`config.mk`:
```
export PLATFORM = sky130hd
export DESIGN_NAME = dcache_controller
export DESIGN_NICKNAME = d
export VERILOG_FILES = /design/src/rtl/dcache_controller.sv
export SDC_FILE = /design/constraint.sdc
export NUM_CORES = 2
export LEC_CHECK = 0
export BUFFER_PORTS_ARGS = -buffer_cell sky130_fd_sc_hd__buf_2
export CAP_MARGIN = 40
export CORE_UTILIZATION = 35
export CTS_CLUSTER_DIAMETER = 30
export DETAILED_ROUTE_END_ITERATION = 10
export PLACE_DENSITY = 0.51
export SETUP_SLACK_MARGIN = 0.5
export SLEW_MARGIN = 20
export SYNTH_ARGS = -nofsm -noshare
export SYNTH_HDL_FRONTEND = slang
export SYNTH_SLANG_ARGS = --single-unit
```
`constraint.sdc`:
```
create_clock -name clk -period 15.6 [get_ports clk]
set_clock_uncertainty 0.05 [all_clocks]
set_input_delay 0.78 -clock clk [delete_from_list [all_inputs] [get_ports clk]]
set_output_delay 0.78 -clock clk [all_outputs]
set_load 0.1 [all_outputs]
```
`src/rtl/dcache_controller.sv`:
```
// Direct-mapped, write-back, write-allocate data cache: 8 lines x 16 B, 128-bit block refills.
// Hits are served combinationally; misses stall the pipeline through busywait.
module dcache_controller (
   input  logic         clk,
   input  logic         rst,
   input  logic [3:0]   mem_read,
   input  logic [2:0]   mem_write,
   input  logic [31:0]  address,
   input  logic [31:0]  write_data,
   output logic [31:0]  read_data,
   output logic         busywait,
   output logic         mem_rd,
   output logic         mem_wr,
   output logic [27:0]  mem_address,
   output logic [127:0] mem_writedata,
   input  logic [127:0] mem_readdata,
   input  logic         mem_busywait
);

   typedef enum logic [1:0] {IDLE, WRITEBACK, ALLOCATE} state_t;

   state_t state, next_state;

   logic [7:0]   valid, dirty;
   logic [24:0]  tag_array  [8];
   logic [127:0] data_array [8];

   logic [24:0]  tag;
   logic [2:0]   index;
   logic [1:0]   word_sel, byte_sel;
   logic         active, hit, store_hit, fill;
   logic [127:0] line, store_line;
   logic [31:0]  word;

   function automatic logic [31:0] load_extract(input logic [31:0] w, input logic [2:0] f3,
                                                input logic [1:0] off);
      logic [7:0]  b;
      logic [15:0] h;
      b = w[{off, 3'b000} +: 8];
      h = off[1] ? w[31:16] : w[15:0];
      case (f3)
         3'b000:  return {{24{b[7]}}, b};
         3'b001:  return {{16{h[15]}}, h};
         3'b100:  return {24'h0, b};
         3'b101:  return {16'h0, h};
         default: return w;
      endcase
   endfunction

   function automatic logic [31:0] store_merge(input logic [31:0] w, input logic [31:0] wd,
                                               input logic [1:0] f, input logic [1:0] off);
      logic [31:0] r;
      r = w;
      case (f)
         2'b00:   r[{off, 3'b000} +: 8]  = wd[7:0];
         2'b01:   r[{off[1], 4'b0000} +: 16] = wd[15:0];
         default: r = wd;
      endcase
      return r;
   endfunction

   assign {tag, index, word_sel, byte_sel} = address;

   // A store takes precedence when both enables are set, so either enable makes the request active.
   assign active    = mem_read[3] | mem_write[2];
   assign hit       = valid[index] && (tag_array[index] == tag);
   assign store_hit = (state == IDLE) && mem_write[2] && hit;
   assign fill      = (state == ALLOCATE) && !mem_busywait && !rst;

   assign line      = data_array[index];
   assign word      = line[{word_sel, 5'b00000} +: 32];
   assign read_data = load_extract(word, mem_read[2:0], byte_sel);

   always_comb begin
      store_line = line;
      store_line[{word_sel, 5'b00000} +: 32] = store_merge(word, write_data, mem_write[1:0], byte_sel);
   end

   always_comb begin
      next_state    = state;
      busywait      = 1'b0;
      mem_rd        = 1'b0;
      mem_wr        = 1'b0;
      mem_address   = '0;
      mem_writedata = '0;
      case (state)
         IDLE: begin
            if (active && !hit) begin
               busywait   = 1'b1;
               next_state = (valid[index] && dirty[index]) ? WRITEBACK : ALLOCATE;
            end
         end
         WRITEBACK: begin
            busywait      = 1'b1;
            mem_wr        = 1'b1;
            mem_address   = {tag_array[index], index};
            mem_writedata = line;
            if (!mem_busywait) next_state = ALLOCATE;
         end
         ALLOCATE: begin
            busywait    = 1'b1;
            mem_rd      = 1'b1;
            mem_address = address[31:4];
            if (!mem_busywait) next_state = IDLE;
         end
         default: next_state = IDLE;
      endcase
   end

   always_ff @(posedge clk) begin
      if (rst) state <= IDLE;
      else     state <= next_state;
   end

   always_ff @(posedge clk) begin
      if (rst) begin
         valid <= '0;
         dirty <= '0;
      end else if (fill) begin
         valid[index] <= 1'b1;
         dirty[index] <= 1'b0;
      end else if (store_hit) begin
         dirty[index] <= 1'b1;
      end
   end

   // Tag and data storage carry no reset; the valid bits alone qualify them.
   always_ff @(posedge clk) begin
      if (fill) begin
         tag_array[index]  <= tag;
         data_array[index] <= mem_readdata;
      end else if (store_hit) begin
         data_array[index] <= store_line;
      end
   end

endmodule

```
Word-level counts from Yosys, hierarchy flattened
Memories as Yosys holds them, arrays and structs flattened.
Cells that the tools add are included.
{"block": "word_totals", "mem_bits_rw": 1224, "inputBits": 202, "n_memories": 2, "reg_bits": 18}
{"block": "op_classes", "reduce_logical": 17, "bitwise": 6, "mux": 31, "n_eq_ne": 10, "n_addsub": 3, "magnitude_cmp": 2, "shifts": 8}
{"memory": "data_array", "words": 8, "word_bits": 128, "read_ports": 1, "rd_ports_with_merged_regs": 0, "write_ports": 1, "line": "26", "text": "logic [127:0] data_array [8];"}
{"memory": "tag_array", "words": 8, "word_bits": 25, "read_ports": 1, "rd_ports_with_merged_regs": 0, "write_ports": 1, "line": "25", "text": "logic [24:0] tag_array [8];"}
{"op": "2-to-1 mux 128 bit", "n": 2}
{"op": "bitwise mux 128 bit", "n": 1}
{"op": "case mux 32 bit (4 select lines)", "n": 1}
{"op": "variable shift 32 x 9 -> 128 bit (first input constant)", "n": 1}
{"op": "indexed part select 128 x 8 -> 32 bit", "n": 1}
{"op": "indexed part select 32 x 9 -> 128 bit", "n": 1}
{"op": "bitwise mux 32 bit", "n": 2}
{"op": "case mux 32 bit (2 select lines)", "n": 1}
{"op": "case mux 28 bit (2 select lines)", "n": 1}
{"op": "variable shift 16 x 7 -> 32 bit (first input constant)", "n": 1}
{"op": "variable shift 8 x 7 -> 32 bit (first input constant)", "n": 1}
{"op": "indexed part select 16 x 7 -> 32 bit", "n": 1}
{"op": "indexed part select 32 x 6 -> 8 bit", "n": 1}
{"op": "indexed part select 8 x 7 -> 32 bit", "n": 1}
{"op": "equality test 25 bit", "n": 1}
{"op": "2-to-1 mux 16 bit", "n": 1}
{"op": "2-to-1 mux 8 bit", "n": 2}
{"op": "bitwise OR 8 bit", "n": 2}
{"op": "negation 5 -> 7 bit", "n": 2}
{"op": "2-to-1 mux 1 bit", "n": 11}
{"op": "negation 7 -> 9 bit", "n": 1}
{"op": "bitwise AND 8 bit", "n": 1}
{"op": "logical AND 1 bit", "n": 8}
{"op": "2-to-1 mux 2 bit", "n": 4}
{"op": "20 further kinds", "n": 28}

Longest topological paths before layout
{"block": "depth", "ltp_word": 8, "ltp_mapped": 15, "depth_no_buf": 10}

Least setup slack after synthesis
No wires, ideal clock.
{"block": "synth_timing", "path_kind": "input -> register", "from": "input port address[6]", "to": "memory data_array[2][0], enable pin", "setup_time_ns": 0.809, "arrival_time_ns": 12.124, "n_path_buf": 4, "stages": 12, "slack_ns": 2.617, "path_cell_list": "buf_4 -> buf_6 -> buf_4 -> buf_1 -> mux4_2 -> mux2i_1 -> xnor2_1 -> nor3_1 -> nand4_1 -> nor4_4 -> nand2_1 -> a21boi_0"}
{"block": "synth_via", "elab_chain_cells": 8, "word_cells_on_any_way": 10}
{"element": "start: declaration", "line": "8", "text": "input logic [31:0] address,"}
{"element": "memory (8 x 25 bit) / binary-select mux 1 bit (select 3 bit) (equally long branches)"}
{"element": "equality test 25 bit / 2-to-1 mux 1 bit (equally long branches)", "line": "66", "text": "assign hit = valid[index] && (tag_array[index] == tag);"}
{"element": "logical AND 1 bit", "line": "66"}
{"element": "logical AND 1 bit", "line": "67", "text": "assign store_hit = (state == IDLE) && mem_write[2] && hit;"}
{"element": "2-to-1 mux 1 bit", "line": "132", "text": "end else if (store_hit) begin"}
{"element": "2-to-1 mux 1 bit", "line": "129", "text": "if (fill) begin"}
{"element": "2-to-1 mux 1 bit (implied by the code)", "line": "133", "text": "data_array[index] <= store_line;"}
{"element": "bitwise OR 1 bit (no line)"}
{"element": "end: declaration", "line": "26"}
Several ways; a longest one is shown, not always the timed one. The select of a mux whose other input is x is not followed.

Worst setup path in the final report
{"block": "layout_timing", "from": "input port address[6]", "to": "output port read_data[4]"}
{"block": "layout_via", "elab_chain_cells": 4, "word_cells_on_any_way": 5}
{"element": "memory (8 x 128 bit) *"}
{"element": "indexed part select 128 x 8 -> 32 bit *", "line": "71", "text": "assign word = line[{word_sel, 5'b00000} +: 32];"}
{"element": "indexed part select 32 x 6 -> 8 bit / 2-to-1 mux 16 bit (equally long branches)", "line": "39, 40"}
{"element": "case mux 32 bit (4 select lines) *", "line": "41", "text": "case (f3)"}
{"element": "end: declaration", "line": "10", "text": "output logic [31:0] read_data,"}
Every way passes the cells marked *; elsewhere a longest branch is shown, timed or not.

==> impl_metrics.json <==
{
  "syn_area_sq_um": 53800,
  "finalInstanceArea_sq_um": 68700,
  "ctsResizeCount": 0,
  "layout_commonest_cell": "edfxtp_1",
  "vias": 37800,
  "regToRegSetupSlack_ns": 10.44,
  "r2r_cells": 11,
  "endpoint_kind": "output port",
  "wl_per_cell_um": 34.3,
  "hold_start": "address[9]",
  "netSwitchingPower_uw": 2500,
  "drive_above_1_share_pct": 32.5,
  "ys_seq_area_share_pct": 68.9,
  "syn-num-nets": 3612,
  "cts_tree": "yes",
  "syn_area_per_cell_sq_um": 15.9,
  "most-common-layout-cells": "edfxtp_1 (1224), buf_2 (397), clkbuf_16 (317)",
  "syn_to_final_growth_pct": 27.5,
  "clk_latency_ns": 0.90,
  "cts_sinks": 1242,
  "hold_class": "in -> reg",
  "r2r_start": "tag_array[5][22]$_DFFE_PP_",
  "hold_path_end": "tag_array[6][2]$_DFFE_PP_",
  "final.setup.worst_slack_ns": 8.10,
  "drc": 0,
  "ys_ff_latch": 1242,
  "power_density_nw_per_um2": 153,
  "min_period_ns": 7.50,
  "post_cts_buffers": 0,
  "synth_warnings": 0,
  "yosysTopAreaCell": "edfxtp_1",
  "cp_slowest_cell": "nor3b_4",
  "first_pass_iters": 6,
  "dp_hpwl_um": 133000,
  "globalplace.congestion": 0.903,
  "r2r-end": "data_array[4][22]$_DFFE_PP_",
  "power_frac_seq_pct": 35.2,
  "post_drt_via_cell_ratio": 6.03,
  "ios": 393,
  "grt_overflow_total": 0,
  "grt_max_degree": 129,
  "path_class": "in -> out",
  "path_cells": "buf_8, buf_4, buf_4, buf_16, buf_4, nor3b_4, buf_4, a22o_1, a2111oi_0, buf_4, mux4_2, nand2_1, o211ai_1, o211ai_1, buf_2",
  "cts.path.max_buffers": 4,
  "drt_iter0_markers": 4956,
  "synth_cell_type_count": 83,
  "grt_util_all_layers_pct": 27.1,
  "status": "finished clean",
  "ant_nets": 0,
  "initial_core_util_pct": 35.4,
  "die_area_sq_um": 155000,
  "synth_cells": 3396,
  "final-max-slew-violation-count": 0,
  "hold_depth": 1,
  "clk_pin_slew_worst_paths_ns": 0.04,
  "path_max_fanout": 83,
  "io_buffers": 392,
  "ir_worst_vdd_mv": 0.133,
  "post-route-util_pct": 45.1,
  "power.share.clock_pct": 56.3,
  "combPwrFrac_pct": 8.4,
  "first_global_vias": 36400,
  "cap_violations": 0,
  "htree_levels": 5,
  "cts_buffers": 310,
  "crit_arrival_ns": 6.67,
  "fillers": 13400,
  "synth_edf_count": 1224,
  "whs_ns": 0.181,
  "dpl_cell_area_sq_um": 58900,
  "ys.flop_type": "edfxtp_1",
  "routed_wl_um": 215000,
  "p_leak_uw": 0.0241,
  "synth_top_area_share_pct": 68.3,
  "cts_root_buf": "clkbuf_16",
  "final-seq-area_sq_um": 37100,
  "row_count": 143,
  "multi_input_area_sq_um": 15600,
  "die_x_um": 394,
  "finalCritPeriodShare_pct": 48.1,
  "required_ns": 14.77,
  "post-place-ws_ns": 7.67,
  "fp.dieH_um": 394,
  "internal-power_uw": 8020,
  "rsz0062_at_grt": "no",
  "synthArstFlopShare_pct": 0,
  "critPathLaunchType": "input pin",
  "maxSlewHeadroom_pct": 18.5,
  "core-area_sq_um": 152000,
  "fin_setup_tns_ns": 0,
  "nNetsFinal": 4231,
  "synth_area_leaders": "edfxtp_1 (68%), mux2_2 (4.7%), mux4_2 (3.7%), mux2i_1 (2.3%), a22oi_1 (1.5%)",
  "crit_top_cell": "buf_4",
  "antenna_found_initial": 34,
  "setup_viol": 0,
  "cp_slowest_stage_delay_ns": 0.74,
  "finalHoldViolations": 0,
  "fmaxAchievable_ghz": 0.133,
  "ctsHoldBuffers": 0,
  "switching_share_pct": 23.8,
  "grt_pass1_wl_um": 296000,
  "tightest_slew_ns": 1.22
}
## cells in the mapped netlist, drive strengths merged (15+ instances only)
master,instances
o22ai,82
a221oi,85
nand2,174
o2bb2ai,41
mux4,89
and2,45
nor2,189
clkbuf,119
a222oi,39
a21oi,80
o21ai,97
a22oi,109
o211ai,15
edfxtp,1224
nand3,18
a22o,43
dfxtp,18
mux2i,127
buf,137
inv,33
a221o,75
nor3,23
mux2,265
## critical path: cells and delay by family
family	cells	cell delay (ns)
AOI/OAI and AO/OA	4	0.63
and+or+nand+nor	2	0.87
muxes	1	0.53
buffers and inverters	8	3.65
## how the worst max path moves through the flow
stage	from	end	slack, ns	depth (start not counted)
global placement	address[6]	data_array[0][43]$_DFFE_PP_	7.36	16
CTS	address[6]	read_data[29]	8.13	15
floorplan	address[6]	data_array[2][0]$_DFFE_PP_	2.62	12
global route	address[6]	read_data[2]	7.90	16
finish	address[6]	read_data[4]	8.10	15
detailed placement	address[6]	data_array[0][43]$_DFFE_PP_	7.67	18
## final cells by class
| cell class | count | share of cell area (%) |
|---|---|---|
| inverters | 36 | 0.213 |
| flip-flops and latches | 1242 | 54.1 |
| clock buffers | 377 | 11.9 |
| multi-input cells | 1862 | 22.8 |
| well taps | 2030 | 3.70 |
| clock inverters | 149 | 2.13 |
| repair buffers | 563 | 5.21 |
| diodes | 9 | 0.0328 |
## stage by stage
stage,total power (uW),instances
6_report,10500,6268
5_1_grt,10800,6264
4_1_cts,10500,6254
3_5_place_dp,4630,5728
3_3_place_gp,4620,5702
2_1_floorplan,4250,3396
## per-layer routing
layer | wire length (um) | global-route usage, % | part of all wire [%]
met4 | 8680 | 10.5 | 4.0
met2 | 94800 | 40.4 | 44
met3 | 23900 | 7.33 | 11
met5 | 72 | 0 | 0.033
met1 | 87700 | 37.6 | 41
## cell families (layout without fill, tap and decap cells)
family / after synthesis / after routing / share of synthesized area [%]
and+or+nand+nor: 546 / 546 / 4.85
other: 0 / 9 / 0
adders and majority gates: 14 / 14 / 0.325
AOI/OAI and AO/OA: 806 / 806 / 11.4
DFF: 1242 / 1242 / 68.9
buffers and inverters: 292 / 1125 / 2.60
xor gates and xnor gates: 15 / 15 / 0.244
muxes: 481 / 481 / 11.7
## power groups by stage
stage	Clock, uW	Sequential [uW]	Combinational (uW)
after floorplan	0	3760	484
after global placement	0	3760	859
after detailed placement	0	3760	867
after CTS	5970	3710	871
after global routing	6160	3700	908
final	5930	3710	888
## registers in the layout, summed over array words and instances (netlist names), named ones only
name,cells
state,2
tag_array,200
data_array,1024
valid,8
(Power assumes the default switching activity.)
